<file path="config.mk">
export PLATFORM = sky130hd
export DESIGN_NAME = m_array_loader
export DESIGN_NICKNAME = d
export VERILOG_FILES = /design/src/rtl/m_array_loader.sv
export SDC_FILE = /design/constraint.sdc
export NUM_CORES = 1
export LEC_CHECK = 0
export CAP_MARGIN = 20
export CELL_PAD_IN_SITES_DETAIL_PLACEMENT = 1
export CELL_PAD_IN_SITES_GLOBAL_PLACEMENT = 1
export CORE_MARGIN = 2
export CORE_UTILIZATION = 33
export DETAILED_ROUTE_END_ITERATION = 10
export PLACE_DENSITY_LB_ADDON = 0.1
export SKIP_CTS_REPAIR_TIMING = 1
export SYNTH_ARGS = -nofsm -noshare
export SYNTH_HDL_FRONTEND = slang
export SYNTH_SLANG_ARGS = --single-unit
export TNS_END_PERCENT = 30
</file>
<file path="constraint.sdc">
create_clock -name Clk -period 2.67 [get_ports Clk]
set_input_delay 0.267 -clock Clk [delete_from_list [all_inputs] [get_ports Clk]]
set_output_delay 0.267 -clock Clk [all_outputs]
set_load 0.05 [all_outputs]
</file>
<file path="src/rtl/m_array_loader.sv">
// Operand loader and sequencer for the divisible-by-7 finder: streams 16 bytes into a
// register array, starts the finder, captures its result and acknowledges it.
module m_array_loader #(
  parameter int unsigned DEPTH = 16,
  parameter int unsigned WIDTH = 8
) (
  input  logic             Clk,
  input  logic             Reset_n,
  input  logic             Go,
  input  logic [WIDTH-1:0] Din,
  input  logic             Din_Valid,
  output logic             Din_Ready,
  input  logic [3:0]       Rd_Addr,
  output logic [WIDTH-1:0] Rd_Data,
  output logic             Fnd_Start,
  output logic             Fnd_Ack,
  input  logic [WIDTH-1:0] Fnd_Max,
  input  logic             Fnd_Done_F,
  input  logic             Fnd_Done_NF,
  output logic [WIDTH-1:0] Result,
  output logic             Result_Found,
  output logic             Result_Valid,
  input  logic             Result_Ack,
  output logic [4:0]       Count,
  output logic             Qi,
  output logic             Qld,
  output logic             Qst,
  output logic             Qw,
  output logic             Qr
);

  typedef enum logic [2:0] {StIni, StLoad, StStart, StWait, StResult} state_e;

  state_e           r_state, w_state_d;
  logic [4:0]       r_count, w_count_d;
  logic [WIDTH-1:0] r_result, w_result_d;
  logic             r_found, w_found_d;
  logic             w_wr;
  logic [WIDTH-1:0] r_mem [DEPTH];

  always_ff @(posedge Clk or negedge Reset_n) begin
    if (!Reset_n) begin
      r_state  <= StIni;
      r_count  <= 5'd0;
      r_result <= '0;
      r_found  <= 1'b0;
    end else begin
      r_state  <= w_state_d;
      r_count  <= w_count_d;
      r_result <= w_result_d;
      r_found  <= w_found_d;
    end
  end

  // Array has no reset; stale entries after a reset are simply overwritten by the next load.
  always_ff @(posedge Clk) begin
    if (w_wr) r_mem[r_count[3:0]] <= Din;
  end

  always_comb begin
    w_state_d  = r_state;
    w_count_d  = r_count;
    w_result_d = r_result;
    w_found_d  = r_found;
    w_wr       = 1'b0;
    unique case (r_state)
      StIni: begin
        if (Go) begin
          w_state_d = StLoad;
          w_count_d = 5'd0;
        end
      end
      StLoad: begin
        if (Din_Valid) begin
          w_wr      = 1'b1;
          w_count_d = r_count + 5'd1;
          if (r_count == 5'(DEPTH - 1)) w_state_d = StStart;
        end
      end
      StStart: w_state_d = StWait;
      StWait: begin
        // Done_F wins if the finder ever raises both.
        if (Fnd_Done_F) begin
          w_result_d = Fnd_Max;
          w_found_d  = 1'b1;
          w_state_d  = StResult;
        end else if (Fnd_Done_NF) begin
          w_result_d = '0;
          w_found_d  = 1'b0;
          w_state_d  = StResult;
        end
      end
      StResult: begin
        if (Result_Ack) w_state_d = StIni;
      end
      default: w_state_d = StIni;
    endcase
  end

  assign Rd_Data      = r_mem[Rd_Addr];
  assign Din_Ready    = (r_state == StLoad);
  assign Fnd_Start    = (r_state == StStart);
  assign Fnd_Ack      = (r_state == StResult);
  assign Result_Valid = (r_state == StResult);
  assign Result       = r_result;
  assign Result_Found = r_found;
  assign Count        = r_count;
  assign Qi           = (r_state == StIni);
  assign Qld          = (r_state == StLoad);
  assign Qst          = (r_state == StStart);
  assign Qw           = (r_state == StWait);
  assign Qr           = (r_state == StResult);

endmodule

</file>
==> impl_metrics.xml <==
<?xml version="1.0" encoding="UTF-8"?>
<metrics>
  <group name="run_status">
    <metric name="status" unit="">complete, no violations</metric>
  </group>
  <group name="floorplanning">
    <metric name="coreArea" unit="um^2">17200</metric>
    <metric name="chipWidth" unit="um">136</metric>
    <metric name="die_outline_height" unit="um">136</metric>
    <metric name="die_area" unit="um^2">18600</metric>
    <metric name="ios" unit="">58</metric>
    <metric name="initial_core_util" unit="%">33.6</metric>
    <metric name="num_rows" unit="">48</metric>
  </group>
  <group name="yosys">
    <metric name="async_reset_ff_share" unit="%">11.7</metric>
    <metric name="synth_seq_area_share" unit="%">73.8</metric>
    <metric name="mappedNetlistArea" unit="um^2">5790</metric>
    <metric name="yosys_warnings" unit="">0</metric>
    <metric name="ys_seq_elements" unit="">145</metric>
    <metric name="avgSynthCellArea" unit="um^2">19.3</metric>
    <metric name="post_synth_edffs" unit="">128</metric>
    <metric name="synthDistinctLibCells" unit="">36</metric>
    <metric name="synth_nets" unit="">332</metric>
    <metric name="synth_flop_cell" unit="">sky130_fd_sc_hd__edfxtp_1</metric>
    <metric name="post_synth_inst_count" unit="">300</metric>
  </group>
  <group name="timing">
    <metric name="worst_clock_skew" unit="ps">7.31</metric>
    <metric name="timing.final.hold_violations" unit="">0</metric>
    <metric name="finalHoldWorstSlack" unit="ps">329</metric>
    <metric name="slew_headroom" unit="%">43.9</metric>
    <metric name="grt_setup_unrepaired" unit="">false</metric>
    <metric name="post-route-min-period" unit="ps">2330</metric>
    <metric name="report.final.setup_viol" unit="">0</metric>
    <metric name="totalNegativeSetupSlack" unit="ps">0</metric>
    <metric name="drv_slew" unit="">0</metric>
    <metric name="tightest_slew" unit="ps">839</metric>
    <metric name="maxClockFrequency" unit="MHz">429</metric>
    <metric name="fin_crit_sh" unit="%">87.2</metric>
  </group>
  <group name="place">
    <metric name="place.detailed.hpwl" unit="um">7960</metric>
    <metric name="numPortBuffers" unit="">57</metric>
    <metric name="gp_congestion" unit="">0.677</metric>
  </group>
  <group name="worst_setup_path">
    <metric name="path_buf_inv" unit="">1</metric>
    <metric name="worst_r2r_startpoint" unit="">r_state[1]</metric>
    <metric name="critPathRequiredTime" unit="ps">2400</metric>
    <metric name="end_kind" unit="">output port</metric>
    <metric name="timing.reg2reg.worst_path_depth" unit="">5</metric>
    <metric name="startpoint_type" unit="">flip-flop</metric>
    <metric name="critPathSlowestCell" unit="">sky130_fd_sc_hd__clkdlybuf4s50_1</metric>
    <metric name="worst_setup_path_startpoint" unit="">r_state[0]</metric>
    <metric name="worstSetupPathType" unit="">flip-flop to output port</metric>
    <metric name="critPathArrivalTime" unit="ps">2060</metric>
    <metric name="cp_top_family" unit="">buffers and inverters</metric>
    <metric name="critical_path_cell_count" unit="">2</metric>
    <metric name="worst-r2r-setup-slack" unit="ps">820</metric>
    <metric name="cp_cell_sequence" unit="">nor3b_1 -&gt; clkdlybuf4s50_1</metric>
    <metric name="critical-path-max-stage-delay" unit="ps">850</metric>
    <metric name="critical_path_peak_fanout" unit="">11</metric>
  </group>
  <group name="grt">
    <metric name="grt_first_pass_wirelength" unit="um">19300</metric>
    <metric name="grt_pass1_vias" unit="">3308</metric>
    <metric name="grt.total_usage" unit="%">14.6</metric>
    <metric name="grt_max_degree" unit="">33</metric>
    <metric name="overflow" unit="">0</metric>
    <metric name="antenna_found_initial" unit="">0</metric>
  </group>
  <group name="route">
    <metric name="drc" unit="">0</metric>
    <metric name="first_iter_violations" unit="">142</metric>
    <metric name="detail_route.vias_per_cell" unit="">4.91</metric>
    <metric name="drt-pass1-iter-count" unit="">4</metric>
    <metric name="avgRoutedWirePerCell" unit="um">20.2</metric>
    <metric name="dr_total_vias" unit="">3013</metric>
    <metric name="postRouteWirelength" unit="um">12400</metric>
    <metric name="final_antenna_net_count" unit="">0</metric>
  </group>
  <group name="cts">
    <metric name="worstSkewPairLatency" unit="ps">420</metric>
    <metric name="clkSlewWorstSetupHoldPaths" unit="ps">60</metric>
    <metric name="h-tree-depth" unit="">4</metric>
    <metric name="cts_sinks" unit="">145</metric>
    <metric name="root_buf_cell" unit="">sky130_fd_sc_hd__clkbuf_16</metric>
    <metric name="cts-root-to-sink-buffers" unit="">2</metric>
    <metric name="cts_made_buffers" unit="">17</metric>
    <metric name="cts_tree" unit="">done</metric>
  </group>
  <group name="layout">
    <metric name="finish.net_count" unit="">408</metric>
    <metric name="area_overhead_of_the_layout_relative_to_synthesis" unit="%">26.4</metric>
    <metric name="layout.cells.most_common" unit="">sky130_fd_sc_hd__edfxtp_1</metric>
    <metric name="n_antenna_cell" unit="">0</metric>
    <metric name="final_cell_mix" unit="">sky130_fd_sc_hd__edfxtp_1 (128), sky130_fd_sc_hd__clkdlybuf4s50_1 (48), sky130_fd_sc_hd__buf_4 (27)</metric>
    <metric name="num-fill-cells" unit="">1636</metric>
    <metric name="layout-drive-gt1-share" unit="%">22.1</metric>
  </group>
  <group name="power_and_ir_drop">
    <metric name="static-leakage-power" unit="nW">2.55</metric>
    <metric name="power-per-cell-area" unit="nW/um^2">960</metric>
    <metric name="worst_ir_drop_vdd" unit="mV">0.495</metric>
  </group>
  <group name="hold_path">
    <metric name="hold_class" unit="">input pin to async pin</metric>
  </group>
  <group name="job">
    <metric name="max_cap_viol_count" unit="">0</metric>
  </group>
</metrics>
area by class of cell:
| cell class | count | area [um^2] | share of cell area, % |
|---|---|---|---|
| clock buffer | 17 | 425 | 5.81 |
| clock inverter | 15 | 239 | 3.27 |
| inverter | 5 | 18.8 | 0.257 |
| multi-input combinational | 129 | 1350 | 18.5 |
| sequential | 145 | 4270 | 58.4 |
| tap | 225 | 282 | 3.85 |
| timing repair buffer | 78 | 728 | 9.95 |
kinds of logic (layout without fill, tap and decap cells):
family,after synthesis,in the layout,synth area share [%]
adders and majority gates,5,5,1.08
buffers and inverters,26,115,2.85
and+or+nand+nor,54,54,4.45
muxes,33,33,13.1
xor gates and xnor gates,1,1,0.151
AOI/OAI and AO/OA,36,36,4.56
DFF,145,145,73.8
report_power, final:
group | total, mW | internal (mW) | switching (mW)
sequential | 2.90 | 2.75 | 0.147
combinational | 1.47 | 0.531 | 0.939
clock | 2.66 | 1.75 | 0.909
total | 7.02 | 5.03 | 2.00
cell usage after synthesis, drive strengths merged, types with 5 or more instances:
cell,instances,area (um^2)
edfxtp,128,3840
mux4,32,751
dfrtp,17,425
nand2,17,63.8
a22oi,16,120
buf,15,105
nor2,14,52.6
a22o,8,70.1
nor3,8,40.0
ha,5,62.6
inv,5,18.8
o21ai,5,25.0
per-layer routing:
| layer | global-route usage, % | up-vias | share of wire [%] |
|---|---|---|---|
| met3 | 4.85 | 7 | 4.9 |
| met4 | 4.86 | 0 | 1.0 |
| met2 | 23.3 | 65 | 50 |
| li1 | - | 1362 | - |
| met1 | 18.8 | 1579 | 44 |
| met5 | 0 | - | 0 |
through the flow:
step / cells / total power [mW] / setup slack (ps) / instance area [um^2] / util, %
2_1_floorplan: 300 / 3.88 / 286 / 5790 / -
3_3_place_gp: 582 / 4.41 / 421 / 6650 / 38.6
3_5_place_dp: 582 / 4.43 / 444 / 6650 / 38.6
4_1_cts: 614 / 7.11 / 280 / 7320 / 42.4
5_1_grt: 614 / 7.31 / 189 / 7320 / 42.4
6_report: 614 / 7.02 / 341 / 7320 / 42.4
worst paths after layout:
kind	to
setup / recovery	Qld
hold / removal	Count[0]
setup reg to reg	r_mem[1][7]
hold reg to reg	Result_Found
max in group asynchronous	r_state[2]
min in group Clk	Result[3]
sequential cells by signal, indices dropped and copies added (netlist names):
| signal | count |
|---|---|
| Count | 5 |
| Result | 8 |
| Result_Found | 1 |
| r_mem | 128 |
| r_state | 3 |
Note: power is estimated with default switching activity, not from simulation.
